==> src/rtl/fetch_unit.sv <==
// Instruction fetch stage: issues one imem read per fetch request over a req/ack
// handshake and holds the returned word until the control unit consumes it.
module fetch_unit #(
  parameter int unsigned TIMEOUT   = 16,
  parameter logic [31:0] NOP_INSTR = 32'h0000_0013
) (
  input  logic        clock,
  input  logic        reset,
  input  logic        fetch_req,
  input  logic [31:0] pc,
  input  logic        flush,
  input  logic        instr_consume,
  input  logic        fault_clear,
  output logic        imem_req,
  output logic [31:0] imem_addr,
  input  logic        imem_ack,
  input  logic [31:0] imem_rdata,
  output logic [31:0] instr,
  output logic [6:0]  opcode,
  output logic        instr_valid,
  output logic        busy,
  output logic        fault,
  output logic [1:0]  fault_code
);

  localparam int unsigned CNT_W = $clog2(TIMEOUT + 1);
  localparam logic [CNT_W-1:0] CNT_LAST = CNT_W'(TIMEOUT - 1);
  localparam logic [CNT_W-1:0] CNT_MAX  = {CNT_W{1'b1}};

  localparam logic [1:0] FC_NONE     = 2'b00;
  localparam logic [1:0] FC_MISALIGN = 2'b01;
  localparam logic [1:0] FC_TIMEOUT  = 2'b10;

  typedef enum logic [2:0] {
    S_IDLE,
    S_WAIT,
    S_DRAIN,
    S_HOLD,
    S_FAULT
  } state_t;

  state_t           state_q, state_d;
  logic             req_q, req_d;
  logic [31:0]      addr_q, addr_d;
  logic [31:0]      instr_q, instr_d;
  logic             valid_q, valid_d;
  logic             busy_q, busy_d;
  logic             fault_q, fault_d;
  logic [1:0]       code_q, code_d;
  logic [CNT_W-1:0] cnt_q, cnt_d;

  function automatic logic [CNT_W-1:0] sat_inc(input logic [CNT_W-1:0] v);
    return (v == CNT_MAX) ? v : v + 1'b1;
  endfunction

  always_comb begin
    state_d = state_q;
    req_d   = req_q;
    addr_d  = addr_q;
    instr_d = instr_q;
    valid_d = valid_q;
    fault_d = fault_q;
    code_d  = code_q;
    cnt_d   = cnt_q;

    case (state_q)
      S_IDLE, S_HOLD: begin
        if (flush) begin
          // Taken branch invalidates the held word but keeps its value visible.
          if (state_q == S_HOLD) begin
            state_d = S_IDLE;
            valid_d = 1'b0;
          end
        end else if (fetch_req) begin
          valid_d = 1'b0;
          if (pc[1:0] != 2'b00) begin
            state_d = S_FAULT;
            fault_d = 1'b1;
            code_d  = FC_MISALIGN;
          end else begin
            state_d = S_WAIT;
            req_d   = 1'b1;
            addr_d  = pc;
            cnt_d   = '0;
          end
        end else if (instr_consume) begin
          valid_d = 1'b0;
        end
      end

      S_WAIT: begin
        if (imem_ack) begin
          req_d = 1'b0;
          if (flush) begin
            state_d = S_IDLE;
          end else begin
            state_d = S_HOLD;
            instr_d = imem_rdata;
            valid_d = 1'b1;
          end
        end else if (cnt_q == CNT_LAST) begin
          state_d = S_FAULT;
          req_d   = 1'b0;
          fault_d = 1'b1;
          code_d  = FC_TIMEOUT;
        end else begin
          cnt_d = sat_inc(cnt_q);
          // The request must complete even after a flush, so keep it up and drop the data later.
          if (flush) state_d = S_DRAIN;
        end
      end

      S_DRAIN: begin
        if (imem_ack) begin
          state_d = S_IDLE;
          req_d   = 1'b0;
        end else if (cnt_q == CNT_LAST) begin
          state_d = S_FAULT;
          req_d   = 1'b0;
          fault_d = 1'b1;
          code_d  = FC_TIMEOUT;
        end else begin
          cnt_d = sat_inc(cnt_q);
        end
      end

      S_FAULT: begin
        if (fault_clear) begin
          state_d = S_IDLE;
          fault_d = 1'b0;
          code_d  = FC_NONE;
        end
      end

      default: begin
        state_d = S_IDLE;
        req_d   = 1'b0;
      end
    endcase

    busy_d = (state_d == S_WAIT) || (state_d == S_DRAIN);
  end

  always_ff @(posedge clock or negedge reset) begin
    if (!reset) begin
      state_q <= S_IDLE;
      req_q   <= 1'b0;
      addr_q  <= '0;
      instr_q <= NOP_INSTR;
      valid_q <= 1'b0;
      busy_q  <= 1'b0;
      fault_q <= 1'b0;
      code_q  <= FC_NONE;
      cnt_q   <= '0;
    end else begin
      state_q <= state_d;
      req_q   <= req_d;
      addr_q  <= addr_d;
      instr_q <= instr_d;
      valid_q <= valid_d;
      busy_q  <= busy_d;
      fault_q <= fault_d;
      code_q  <= code_d;
      cnt_q   <= cnt_d;
    end
  end

  assign imem_req    = req_q;
  assign imem_addr   = addr_q;
  assign instr       = instr_q;
  assign opcode      = instr_q[6:0];
  assign instr_valid = valid_q;
  assign busy        = busy_q;
  assign fault       = fault_q;
  assign fault_code  = code_q;

endmodule

==> config.mk <==
export PLATFORM = sky130hd
export DESIGN_NAME = fetch_unit
export DESIGN_NICKNAME = d
export VERILOG_FILES = /design/src/rtl/fetch_unit.sv
export SDC_FILE = /design/constraint.sdc
export NUM_CORES = 1
export LEC_CHECK = 0
export BUFFER_PORTS_ARGS = -buffer_cell sky130_fd_sc_hd__buf_2
export CORE_UTILIZATION = 45
export CTS_CLUSTER_SIZE = 28
export DETAILED_ROUTE_END_ITERATION = 6
export PLACE_DENSITY = 0.77
export SLEW_MARGIN = 20
export SYNTH_ARGS = -nofsm -noshare
export SYNTH_HDL_FRONTEND = slang
export SYNTH_SLANG_ARGS = --single-unit
==> constraint.sdc <==
create_clock -name clock -period 2.5 [get_ports clock]
set_input_delay 0 -clock clock [delete_from_list [all_inputs] [get_ports clock]]
set_output_delay 0 -clock clock [all_outputs]
set_load 0.01 [all_outputs]
* After elaboration in Yosys (flattened, before gate mapping)
Cells that the tools add are included.
** Storage, ports and cells
- Bits in registers :: 78
- Input port bits :: 71
- Output and inout port bits :: 77
- Logic and storage cells :: 95
** Operators by class
- Add/subtract/negate cells :: 1
- Eq/ne operators :: 22
- Mux-type cells :: 46
- Bitwise gates (word level) :: 3
- Reduce and logical (&&, ||, !) cells :: 14
** Operators by type and width (number)
- $mux W3 :: 10
- $mux W5 :: 6
- $ne A2 B2 Y1 const B :: 10
- $mux W1 :: 17
- $mux W2 :: 7
- $reduce_and A7 Y1 :: 2
- $pmux W3 S4 :: 1
- $pmux W5 S2 :: 1
- $reduce_and A5 Y1 :: 2
- $eq A3 B2 Y1 const B :: 3
- $eq A3 B1 Y1 const B :: 2
- $pmux W1 S3 :: 2
- $pmux W2 S3 :: 1
- $reduce_bool A2 Y1 :: 3
- $add A5 B1 Y5 const B :: 1
- $eq A5 B4 Y1 const B :: 1
- $eq A5 B5 Y1 const B :: 1
- $ne A4 B4 Y1 const B :: 1
- $reduce_and A4 Y1 :: 1
- $reduce_or A2 Y1 :: 2
- $eq A3 B3 Y1 const B :: 1
- $logic_not A3 Y1 :: 1
- $ne A3 B1 Y1 const B :: 1
- $ne A3 B3 Y1 const B :: 1
- other kinds (6) :: 8

* Depth between registers and ports, before layout
- Depth in word-level cells :: 7
- Depth in mapped cells :: 9
- Mapped depth without buffers :: 8

* Worst setup path before layout
OpenSTA, ideal clock, no wires.
- Kind :: register to register
- From :: register cnt_q[0]
- To :: register cnt_q[2]
- Library setup time :: 0.083 ns
- Data arrival time :: 1.746 ns
- Data required time :: 2.417 ns
- Setup slack :: 0.672 ns
- Cell stages (with the launch flop) :: 10
- Buffers on the path :: 1
- Clock period less this slack :: 1.828 ns
- Cells stage by stage :: dfrtp_1 > ha_1 > nand2_1 > nor2_1 > ha_1 > or3_1 > clkbuf_1 > nor2_1 > a21oi_1 > o21ai_0
** Between the ends
- Cells in the longest elaborated chain, start to end :: 5
- Elaborated cells on any way between the ends :: 10
- Those cells by class :: add/sub: 1; eq/ne: 4; mux: 4; reduce/logical: 1
** RTL lines
- from (decl) :: RTL line 50 : logic [CNT_W-1:0] cnt_q, cnt_d;
- from (signal assigned) :: RTL line 164 : cnt_q <= cnt_d;
- $add A5 B1 Y5 :: RTL line 53 : return (v == CNT_MAX) ? v : v + 1'b1;
- $mux W5 :: RTL line 53
- $mux W5 :: RTL line 101, 117
- $mux W5 :: RTL line 92 : if (imem_ack) begin
- $pmux W5 S2 :: RTL line 66 : case (state_q)
Parallel ways exist; a longest one is shown, timed or not. The select of a mux whose other input is x is not followed.
A chain may end at the register's enable or synchronous reset.

* Worst setup path in the final report
- From :: register state_q[1]
- To :: register addr_q[3], in the netlist imem_addr[3]
** Between the ends
- Cells in the longest elaborated chain, start to end :: 3
- Elaborated cells on any way between the ends :: 4
- Those cells by class :: eq/ne: 1; reduce/logical: 3
** RTL lines
- from (decl) :: RTL line 42 : state_t state_q, state_d;
- from (signal assigned) :: RTL line 156 : state_q <= state_d;
- $eq A3 B2 Y1 or $logic_not A3 Y1 (tied branches) :: RTL line 66
- $reduce_or A2 Y1 (*) :: RTL line 66
- $reduce_and A4 Y1 (no line) (*)
- to (signal assigned) :: RTL line 158 : addr_q <= addr_d;
- to (decl) :: RTL line 44 : logic [31:0] addr_q, addr_d;
Mark *: on every way between the ends. The rest lies on a longest branch, timed or not.

==> impl_metrics.env <==
export IMPL_drc_errors=0
export IMPL_worst_ep_arrival_time_ps=2270
export IMPL_use_met2_pct=41.3
export IMPL_die_h_um=90.4
export IMPL_yosys_warnings=0
export IMPL_core_area_um2=7410
export IMPL_final_max_slew_violation_count=0
export IMPL_vias=2788
export IMPL_clk_latency_ps=350
export IMPL_dp_hpwl_um=5280
export IMPL_drive_above_1_share_pct=49.8
export IMPL_cts_buffers_inserted=9
export IMPL_ant_nets=0
export IMPL_finalHoldViolCount=0
export IMPL_synth_top_flop_cell="dfrtp_1"
export IMPL_overflow=0
export IMPL_cts_max_level=3
export IMPL_endpoint_kind="register"
export IMPL_track_usage_pct=22.7
export IMPL_setup_ws_ps=469
export IMPL_grt_max_degree=79
export IMPL_grtUsageMet1_pct=25.7
export IMPL_total_leakage_power_uw=0.00258
export IMPL_finalNonFillerCells=567
export IMPL_drt_iter0_markers=98
export IMPL_synth_nets=332
export IMPL_cp_start_kind="register"
export IMPL_async_flop_share_pct=100
export IMPL_cts_sinks=78
export IMPL_maxCapViolCount=0
export IMPL_hold_path_class="input pin to asynchronous set/reset pin"
export IMPL_synth_top_area_share_pct=53.4
export IMPL_nets=538
export IMPL_insertedDiodeCount=0
export IMPL_clock_skew_ps=7.17
export IMPL_yosys_area_top_type="dfrtp_1"
export IMPL_antenna_found_initial=0
export IMPL_fin_tns_setup_ps=0
export IMPL_crit_type="register to register"
export IMPL_nFillCells=544
export IMPL_syn_avg_cell_area_um2=13.7
export IMPL_io_pins=148
export IMPL_cts_buffer_depth=2
export IMPL_worstPathRequired_ps=2730
export IMPL_wl_per_cell_um=15.5
export IMPL_outcome="finished clean"
export IMPL_busiest_layer="met2"
export IMPL_place_inst=486
export IMPL_dr_pass1_iters=4
export IMPL_rows=31
export IMPL_synthesis_area_um2=3510
export IMPL_area_growth_pct=46.9
export IMPL_start_util_pct=47.4
export IMPL_design_die_area_um2=8160
export IMPL_cts_resized=0
export IMPL_path_max_fanout=32
export IMPL_grt_use_met3_pct=6.06
export IMPL_power_density_nw_per_um2=1010
export IMPL_max_freq_mhz=492
export IMPL_rsz0062_at_grt="no"
export IMPL_routed_via_density=4.92
export IMPL_grt_pass1_wl_um=14500
export IMPL_grt_pass1_vias=2960
export IMPL_post_dp_cell_area_um2=4270
export IMPL_synth_most_common_cell="dfrtp_1"
export IMPL_period_share_pct=81.2
export IMPL_synthDistinctLibCells=43
export IMPL_finalSetupViolCount=0
export IMPL_fin_crit_ps=2030
export IMPL_clkTransAtPathRegs_ps=80
export IMPL_relSlewSlack_pct=56.1
export IMPL_design_area_um2=5160
export IMPL_worstMarginPinSlew_ps=658
export IMPL_synth_area_leaders="dfrtp_1 (53%), mux2_4 (12%), mux2_2 (11%), dfstp_2 (2.2%), o21ai_0 (1.7%)"
export IMPL_seq_area_frac_synth_pct=55.7
export IMPL_port_buffers=147
export IMPL_pre_cts_ws_ps=515
export IMPL_die_w_um=90.4
export IMPL_synth_top_cells_by_count="dfrtp_1 (75), mux2_2 (34), mux2_4 (28)"
export IMPL_routed_wl_um=8780
export IMPL_ys_ff_latch=78
export IMPL_cts_tree="yes"
export IMPL_root_buffer="clkbuf_8"
export IMPL_synth_edff_count=0
export IMPL_syn_instance_count=257
export IMPL_gp_routability_congestion=0.830
export IMPL_peakVddDrop_v=0.000526
[critical path, cell delays in order (launching register included)]
cell and delay [ps]:
dfrtp_1 520, nor2_1 360, nor2_1 140, nor3b_4 230, buf_12 270, mux2_2 380
[final timing paths]
check	start	end	slack (ps)	cells past startpoint
worst max register to register	state_q[1]	imem_addr[3]	470	5
worst max-delay path	state_q[1]	imem_addr[3]	470	5
max in group asynchronous	reset	instr[4]	1820	3
worst min register to register	instr[19]	instr[19]	500	1
worst min-delay path	reset	imem_addr[14]	60	2
min in group clock	instr_consume	instr_valid	60	4
[metal layers]
metal | part of all wire, % | vias to the layer above | routed length (um)
met3 | 4.3 | 12 | 378
met2 | 54 | 90 | 4730
met1 | 40 | 1372 | 3520
met5 | 0 | - | 0
li1 | - | 1314 | -
met4 | 1.7 | 0 | 145
[registers in the layout (all words and copies together), names as in the netlist]
register,cells
busy,1
cnt_q,5
fault,1
fault_code,2
imem_addr,32
imem_req,1
instr,32
instr_valid,1
state_q,3
[placed cells by master (no fill, tap or decap), types with 2 or more instances in the layout]
cell type	instances
a21oi_1	9
a221oi_1	2
buf_2	146
buf_4	2
bufinv_16	2
clkbuf_8	10
dfrtp_1	75
dfstp_2	3
dlygate4sd3_1	64
ha_1	4
inv_1	6
mux2_2	34
mux2_4	28
mux2i_1	2
nand2_1	14
nand2b_1	2
nand3_1	2
nor2_1	9
nor2b_1	5
nor3_1	5
o211a_1	2
o21a_1	2
o21ai_0	12
o31ai_1	2
[layout make-up]
type | instances | area (um^2) | area share (%)
flip-flops and latches | 78 | 1960 | 37.9
clock inverters | 5 | 81.3 | 1.58
clock buffers | 11 | 141 | 2.74
inverters | 6 | 22.5 | 0.436
repair buffers | 214 | 1430 | 27.8
well taps | 99 | 124 | 2.40
multi-input cells | 154 | 1400 | 27.2
[metrics by stage]
| stage | hold WS, ps | util (%) | power (uW) |
|---|---|---|---|
| global route | 76.2 | 69.7 | 5540 |
| finish | 62.1 | 69.7 | 5210 |
| CTS | 41.7 | 69.3 | 5230 |
| floorplan | -296 | - | 3330 |
| detailed placement | 221 | 57.6 | 4070 |
| global placement | 207 | 57.6 | 3990 |
[report_power, final]
group | switching, uW | internal (uW)
combinational | 883 | 1080
clock | 458 | 592
sequential | 362 | 1840
[cells by family after synthesis]
kind of cell    synth area share, %
flops                          55.7
mux                            23.4
simple gates                   7.44
compound gates                 7.09
buf+inv                        4.45
fa+ha+maj                      1.42
xor+xnor                      0.499
[what timing repair did]
| item | CTS | global route |
|---|---|---|
| hold buffers | 64 | 0 |
| setup buffers | 0 | 0 |
| hold endpoints to repair | 138 | 0 |
Note: power is estimated with default switching activity, not from simulation.
